## config.mk

```make
export PLATFORM = sky130hd
export DESIGN_NAME = ahb_lite_slave_arbiter
export DESIGN_NICKNAME = d
export VERILOG_FILES = /design/src/rtl/ahb_lite_slave_arbiter_pkg.sv /design/src/rtl/ahb_rr_priority_encoder.sv /design/src/rtl/ahb_lite_slave_arbiter.sv
export SDC_FILE = /design/constraint.sdc
export NUM_CORES = 1
export LEC_CHECK = 0
export CAP_MARGIN = 20
export CORE_AREA = 2 2 183 185
export DETAILED_ROUTE_END_ITERATION = 8
export DIE_AREA = 0 0 185 187
export GPL_TIMING_DRIVEN = 1
export SETUP_SLACK_MARGIN = 0.4
export SYNTH_ARGS = -nofsm -noshare
export SYNTH_HDL_FRONTEND = slang
export SYNTH_SLANG_ARGS = --single-unit
```

## constraint.sdc

```tcl
create_clock -name HCLK -period 4.19 [get_ports HCLK]
set_input_delay 1.0475 -clock HCLK [delete_from_list [all_inputs] [get_ports HCLK]]
set_output_delay 1.0475 -clock HCLK [all_outputs]
set_load 0.01 [all_outputs]
```

## src/rtl/ahb_lite_slave_arbiter_pkg.sv

```systemverilog
// Shared AHB-Lite widths and encodings used by the slave-port arbiter and its
// round-robin encoder.
package ahb_lite_slave_arbiter_pkg;

    localparam int W_TRANS = 2;
    localparam int W_BURST = 3;
    localparam int W_SIZE  = 3;
    localparam int W_PROT  = 4;
    localparam int W_RESP  = 1;

    localparam logic [W_TRANS-1:0] TRANS_IDLE   = 2'b00;
    localparam logic [W_TRANS-1:0] TRANS_BUSY   = 2'b01;
    localparam logic [W_TRANS-1:0] TRANS_NONSEQ = 2'b10;
    localparam logic [W_TRANS-1:0] TRANS_SEQ    = 2'b11;

    localparam logic [W_BURST-1:0] BURST_SINGLE = 3'b000;
    localparam logic [W_BURST-1:0] BURST_INCR   = 3'b001;
    localparam logic [W_BURST-1:0] BURST_WRAP4  = 3'b010;
    localparam logic [W_BURST-1:0] BURST_INCR4  = 3'b011;
    localparam logic [W_BURST-1:0] BURST_WRAP8  = 3'b100;
    localparam logic [W_BURST-1:0] BURST_INCR8  = 3'b101;
    localparam logic [W_BURST-1:0] BURST_WRAP16 = 3'b110;
    localparam logic [W_BURST-1:0] BURST_INCR16 = 3'b111;

    localparam logic [W_RESP-1:0] RESP_OKAY  = 1'b0;
    localparam logic [W_RESP-1:0] RESP_ERROR = 1'b1;

    // True for beats that move data (NONSEQ or SEQ).
    function automatic logic trans_is_xfer(input logic [W_TRANS-1:0] t);
        case (t)
            TRANS_NONSEQ, TRANS_SEQ: return 1'b1;
            default:                 return 1'b0;
        endcase
    endfunction

    // True for beats that sit inside a burst and must not lose the bus.
    function automatic logic trans_in_burst(input logic [W_TRANS-1:0] t);
        case (t)
            TRANS_SEQ, TRANS_BUSY: return 1'b1;
            default:               return 1'b0;
        endcase
    endfunction

endpackage

```

## src/rtl/ahb_rr_priority_encoder.sv

```systemverilog
// Round-robin search: first requester after 'last', wrapping modulo N_MASTER,
// with 'last' itself checked at the end.
module ahb_rr_priority_encoder
    import ahb_lite_slave_arbiter_pkg::*;
#(
    parameter int N_MASTER = 4,
    parameter int W_MASTER = 2
) (
    input  logic [N_MASTER-1:0] req,
    input  logic [W_MASTER-1:0] last,
    output logic                grant_valid,
    output logic [W_MASTER-1:0] grant_idx
);

    // Scan farthest-to-nearest so the nearest requester after 'last' overwrites.
    always_comb begin
        grant_valid = 1'b0;
        grant_idx   = last;
        for (int k = N_MASTER; k >= 1; k--) begin
            grant_valid = grant_valid | req[(int'(last) + k) % N_MASTER];
            grant_idx   = req[(int'(last) + k) % N_MASTER] ?
                          W_MASTER'((int'(last) + k) % N_MASTER) : grant_idx;
        end
    end

endmodule

```

## src/rtl/ahb_lite_slave_arbiter.sv

```systemverilog
// Arbitrates N_MASTER input stages onto one AHB-Lite slave port: registered
// one-hot ownership, burst/lock hold, round-robin between single transfers.
module ahb_lite_slave_arbiter
    import ahb_lite_slave_arbiter_pkg::*;
#(
    parameter int N_MASTER = 4,
    parameter int W_MASTER = 2,
    parameter int W_ADDR   = 32,
    parameter int W_DATA   = 32
) (
    input  logic                         HCLK,
    input  logic                         HRESET,
    input  logic [N_MASTER-1:0]          in_HSEL,
    input  logic [N_MASTER-1:0]          in_held_trans,
    input  logic [N_MASTER*W_TRANS-1:0]  in_HTRANS,
    input  logic [N_MASTER*W_BURST-1:0]  in_HBURST,
    input  logic [N_MASTER*W_SIZE-1:0]   in_HSIZE,
    input  logic [N_MASTER*W_PROT-1:0]   in_HPROT,
    input  logic [N_MASTER-1:0]          in_HMASTLOCK,
    input  logic [N_MASTER*W_ADDR-1:0]   in_HADDR,
    input  logic [N_MASTER-1:0]          in_HWRITE,
    input  logic [N_MASTER*W_DATA-1:0]   in_HWDATA,
    input  logic                         sl_HREADYOUT,
    input  logic [W_RESP-1:0]            sl_HRESP,
    input  logic [W_DATA-1:0]            sl_HRDATA,
    output logic [N_MASTER-1:0]          out_active,
    output logic                         out_HSEL,
    output logic [W_TRANS-1:0]           out_HTRANS,
    output logic [W_BURST-1:0]           out_HBURST,
    output logic [W_SIZE-1:0]            out_HSIZE,
    output logic [W_PROT-1:0]            out_HPROT,
    output logic                         out_HMASTLOCK,
    output logic [W_ADDR-1:0]            out_HADDR,
    output logic                         out_HWRITE,
    output logic [W_DATA-1:0]            out_HWDATA,
    output logic                         out_HREADY,
    output logic                         out_sl_HREADY,
    output logic [W_RESP-1:0]            out_sl_HRESP,
    output logic [W_DATA-1:0]            out_sl_HRDATA
);

    logic [N_MASTER-1:0] req_s;
    logic                own_req_s;
    logic [W_TRANS-1:0]  own_trans_s;
    logic                own_lock_s;
    logic                hold_s;
    logic                grant_valid_s;
    logic [W_MASTER-1:0] grant_idx_s;

    logic                valid_q,   valid_d;
    logic [W_MASTER-1:0] owner_q,   owner_d;
    logic [W_MASTER-1:0] rr_last_q, rr_last_d;
    logic                dvalid_q,  dvalid_d;
    logic [W_MASTER-1:0] downer_q,  downer_d;

    assign req_s       = in_HSEL & in_held_trans;
    assign own_req_s   = valid_q & req_s[owner_q];
    assign own_trans_s = in_HTRANS[int'(owner_q)*W_TRANS +: W_TRANS];
    assign own_lock_s  = in_HMASTLOCK[owner_q];
    assign hold_s      = own_req_s & (trans_in_burst(own_trans_s) | own_lock_s);

    assign out_HREADY    = sl_HREADYOUT;
    assign out_sl_HREADY = sl_HREADYOUT;
    assign out_sl_HRESP  = sl_HRESP;
    assign out_sl_HRDATA = sl_HRDATA;

    ahb_rr_priority_encoder #(
        .N_MASTER (N_MASTER),
        .W_MASTER (W_MASTER)
    ) u_rr (
        .req         (req_s),
        .last        (rr_last_q),
        .grant_valid (grant_valid_s),
        .grant_idx   (grant_idx_s)
    );

    // Ownership decode straight from flops, never from the request inputs.
    always_comb begin
        out_active = '0;
        for (int i = 0; i < N_MASTER; i++) begin
            out_active[i] = valid_q & (int'(owner_q) == i);
        end
    end

    // Address/control mux; an owner that is not requesting presents IDLE.
    always_comb begin
        out_HSEL      = 1'b0;
        out_HTRANS    = TRANS_IDLE;
        out_HBURST    = BURST_SINGLE;
        out_HSIZE     = '0;
        out_HPROT     = '0;
        out_HMASTLOCK = 1'b0;
        out_HADDR     = '0;
        out_HWRITE    = 1'b0;
        if (own_req_s) begin
            out_HSEL      = 1'b1;
            out_HTRANS    = own_trans_s;
            out_HBURST    = in_HBURST[int'(owner_q)*W_BURST +: W_BURST];
            out_HSIZE     = in_HSIZE[int'(owner_q)*W_SIZE +: W_SIZE];
            out_HPROT     = in_HPROT[int'(owner_q)*W_PROT +: W_PROT];
            out_HMASTLOCK = own_lock_s;
            out_HADDR     = in_HADDR[int'(owner_q)*W_ADDR +: W_ADDR];
            out_HWRITE    = in_HWRITE[owner_q];
        end else begin
            out_HSEL      = 1'b0;
        end
    end

    // Write data follows whoever owned the address phase now in its data phase.
    always_comb begin
        if (dvalid_q) begin
            out_HWDATA = in_HWDATA[int'(downer_q)*W_DATA +: W_DATA];
        end else begin
            out_HWDATA = '0;
        end
    end

    // Next-state: everything advances only on HREADY edges.
    always_comb begin
        valid_d   = valid_q;
        owner_d   = owner_q;
        rr_last_d = rr_last_q;
        dvalid_d  = dvalid_q;
        downer_d  = downer_q;
        if (sl_HREADYOUT) begin
            dvalid_d = out_HSEL & trans_is_xfer(out_HTRANS);
            downer_d = owner_q;
            if (hold_s) begin
                valid_d = 1'b1;
            end else if (grant_valid_s) begin
                valid_d   = 1'b1;
                owner_d   = grant_idx_s;
                rr_last_d = grant_idx_s;
            end else begin
                valid_d   = 1'b0;
            end
        end else begin
            valid_d = valid_q;
        end
    end

    // State registers; reset makes master 0 the first round-robin candidate.
    always_ff @(posedge HCLK or posedge HRESET) begin
        if (HRESET) begin
            valid_q   <= 1'b0;
            owner_q   <= '0;
            rr_last_q <= W_MASTER'(N_MASTER - 1);
            dvalid_q  <= 1'b0;
            downer_q  <= '0;
        end else begin
            valid_q   <= valid_d;
            owner_q   <= owner_d;
            rr_last_q <= rr_last_d;
            dvalid_q  <= dvalid_d;
            downer_q  <= downer_d;
        end
    end

endmodule

```

==> run summary <==
FINISH
-------------------------------------------------------------------------------------------
Growth of design area from synthesis to finish                                         138%
Final net count                                                                        1002
Most used cells in the layout excluding fill and tap cells                     clkdlybuf4s50_1, mux4_2, buf_2
Final instance area                                                              7580 sq um
Antenna diode instance count                                                              0
Number of filler cells placed in the layout                                            3572
Post-layout instance count excluding filler cells                                      1093
Fraction of final layout cells sized beyond drive strength 1                          25.7%
Most frequent standard cell in the layout excluding fill and tap cells         clkdlybuf4s50_1

FLOORPLAN
-------------------------------------------------------------------------------------------
Die extent in x                                                                      185 um
Total die area                                                                  34600 sq um
Standard-cell rows                                                                       67
Top Ports                                                                               474
Chip height                                                                          187 um
Standard cell core area                                                         32900 sq um
Starting density of the core                                                          9.70%

CRITICAL PATH
-------------------------------------------------------------------------------------------
Family with the most delay on the worst path                                   buffers and inverters
Worst Reg2Reg Path Length in Cells                                                        5
Required time at the endpoint of the critical path                                  3140 ps
Endpoint kind of the worst setup timing path                                     output pin
Largest stage delay, worst path                                                      620 ps
Most frequent CP cell                                                          clkdlybuf4s50_1
Cell type of the slowest stage on the worst timing path                        clkdlybuf4s50_1
CP Buf/Inv Count                                                                          2
Worst endpoint data arrival time                                                    2680 ps
Worst-path cell chain                                                          clkdlybuf4s50_1, mux4_2, and2_1, clkdlybuf4s50_1
Crit. path cell count                                                                     4
Startpoint class of the critical path                                             input pin
Max Fanout on Critical Path                                                               1
Category of the critical setup timing path                                           in2out

SYNTHESIS
-------------------------------------------------------------------------------------------
Share of flip-flops with an asynchronous set or reset after synthesis                  100%
Synthesis-stage register bit count                                                        8
Synthesis warning total                                                                   0
Register area share after synthesis                                                   6.36%
Synthesized area                                                                 3190 sq um
Unique masters post-synth                                                                28
Mean post-synth cell area                                                        11.2 sq um
Gate count after technology mapping                                                     285
Syn_nets                                                                                641
Primary FF master, synth                                                            dfrtp_1
EDFF count, synth                                                                         0

POWER AND IR DROP
-------------------------------------------------------------------------------------------
Pwr dens                                                                        363 nW/um^2
Internal Dissipation                                                                1.65 mW
IR drop worst, VDD                                                               0.000232 V
Sw Pwr                                                                              1.10 mW
Switching power as a share of total power                                             40.1%
Part of the total power dissipated in sequential elements                              9.3%
Leakage                                                                             2.93 nW
Clock power frac                                                                       5.9%
Power consumption                                                                   2.75 mW
Comb power frac                                                                       84.8%

DETAILED ROUTING
-------------------------------------------------------------------------------------------
Remaining antenna violation count                                                         0
Number of design-rule violations left by the first detailed-router iteration            127
Routed length per instance                                                          19.3 um
Remaining DRCs                                                                            0
Detailed-route vias per instance                                                       3.81
Total Routed Length                                                                21100 um
Via count                                                                              4164
Number of iterations in the first detailed-routing pass                                   4

GLOBAL ROUTING
-------------------------------------------------------------------------------------------
Number of global-route vias before repair                                              4633
GR Util All Layers                                                                    11.2%
First-pass GRT wire length                                                         28500 um
GRT Residual Overflow                                                                     0
Maximum number of pins on one net before global-route repair                             52
Number of antenna violations at the first check in global routing                         2

PLACEMENT
-------------------------------------------------------------------------------------------
Half-perimeter wire length after placement                                         17200 um
DP Worst Slack                                                                      55.2 ps
Total of buffers placed on input and output ports                                       407
Placement-stage cell area                                                        7540 sq um
Routability-driven placement congestion ratio                                         0.774
Number of instances in the placed design                                               1082

HOLD PATH
-------------------------------------------------------------------------------------------
Worst hold path cell count                                                                1
Worst min-delay path category                                                       reg2reg

CTS
-------------------------------------------------------------------------------------------
Clock slew at the register clock pins of the worst setup and hold paths               40 ps
Number of clock sinks seen by CTS                                                         8
CTS max path bufs                                                                         2
Number of buffers added by the clock tree synthesis step                                  3
CTS root buffer                                                                   clkbuf_16
Worst-Skew Late Latency                                                              230 ps
Number of levels the H-tree was split into                                                1
Clock tree from TritonCTS                                                               yes

STA
-------------------------------------------------------------------------------------------
Skew final                                                                          2.74 ps
Period Utilization, post-route                                                        89.0%
Max_slew headroom                                                                     43.9%
Final worst path period need                                                        3730 ps
Max-slew violation total from the final report                                            0
Sum Neg Setup Slack                                                                    0 ps
Number of hold violations in the final report                                             0
Achievable clock frequency                                                          268 MHz
Transition at the pin with the smallest max-transition slack                         842 ps
Final Worst Setup Slack                                                              460 ps
Final number of setup-violating endpoints                                                 0
Setup repair after global routing missed its margin                                      no

OUTCOME
-------------------------------------------------------------------------------------------
Result of the run                                                              finished, final reports clean

JOB
-------------------------------------------------------------------------------------------
Maximum capacitance violations                                                            0

-- kinds of logic (layout without fill, tap and decap cells) --
group	count (synthesis)	count (layout)	synth area share [%]
XOR/XNOR	1	1	0.275
multiplexers	82	82	56.9
AO/OA/AOI/OAI	14	14	3.22
flip-flops	8	8	6.36
AND/OR/NAND/NOR	107	107	19.9
buffers and inverters	73	433	13.4
-- power by group through the flow --
| stage | clock network (mW) | registers, mW | logic [mW] |
|---|---|---|---|
| after floorplan | 0 | 0.125 | 1.42 |
| after global placement | 0 | 0.261 | 2.24 |
| after detailed placement | 0 | 0.262 | 2.25 |
| after CTS | 0.166 | 0.263 | 2.39 |
| after global routing | 0.172 | 0.274 | 2.49 |
| final | 0.163 | 0.255 | 2.33 |
-- final timing paths --
path	from	to	slack (ps)
max in group asynchronous	HRESET	rr_last_q[1]	2820
min in group asynchronous	HRESET	owner_q[0]	1080
setup / recovery	in_HWDATA[96]	out_HWDATA[0]	460
setup reg to reg	owner_q[0]	owner_q[1]	1760
hold / removal	dvalid_q	dvalid_q	500
hold reg to reg	dvalid_q	dvalid_q	500
-- layout make-up --
class,count,area [sq um],area share [%]
Inverter,3,11.3,0.148
Sequential cell,8,210,2.77
Timing Repair Buffer,426,4130,54.4
Multi-Input combinational cell,204,2600,34.2
Tap cell,448,561,7.39
Clock buffer,4,78.8,1.04
-- per-stage QoR --
stage	utilization (%)	hold slack [ps]
finish	23.1	502
global route	23.1	513
CTS	23.1	505
detailed placement	23.0	497
global placement	23.0	492
floorplan	-	547
-- flip-flops by register name, summed over array words and instances, names as in the netlist --
| signal | cells |
|---|---|
| downer_q | 2 |
| owner_q | 2 |
| rr_last_q | 2 |
| dvalid_q | 1 |
| valid_q | 1 |
-- routing by layer --
| metal | global-route usage [%] | part of all wire (%) | vias to the layer above |
|---|---|---|---|
| met5 | 0 | 0.15 | - |
| met4 | 3.33 | 3.0 | 4 |
| met3 | 2.80 | 11 | 20 |
| met2 | 21.1 | 50 | 323 |
| met1 | 12.0 | 36 | 1990 |
| li1 | - | - | 1827 |
-- synth_stat cells (all sizes together), types with 2 or more instances --
cell | n | area (sq um)
and3 | 48 | 300
mux4 | 79 | 1780
o21ai | 5 | 25.0
nor3 | 4 | 20.0
mux2 | 3 | 33.8
and2 | 36 | 225
clkbuf | 24 | 90.1
dfrtp | 6 | 150
nor2 | 7 | 26.3
a21oi | 3 | 15.0
nand3 | 2 | 10.0
nand2 | 7 | 26.3
buf | 46 | 325
inv | 3 | 11.3
dfstp | 2 | 52.6
-- repair_timing --
action,4_1_cts,5_1_grt
endpoints found under the hold margin,0,0
setup endpoints to repair,47,0
buffers inserted,3,0
gates resized for setup,209,0
hold buffers,0,0
(Power assumes the default switching activity.)
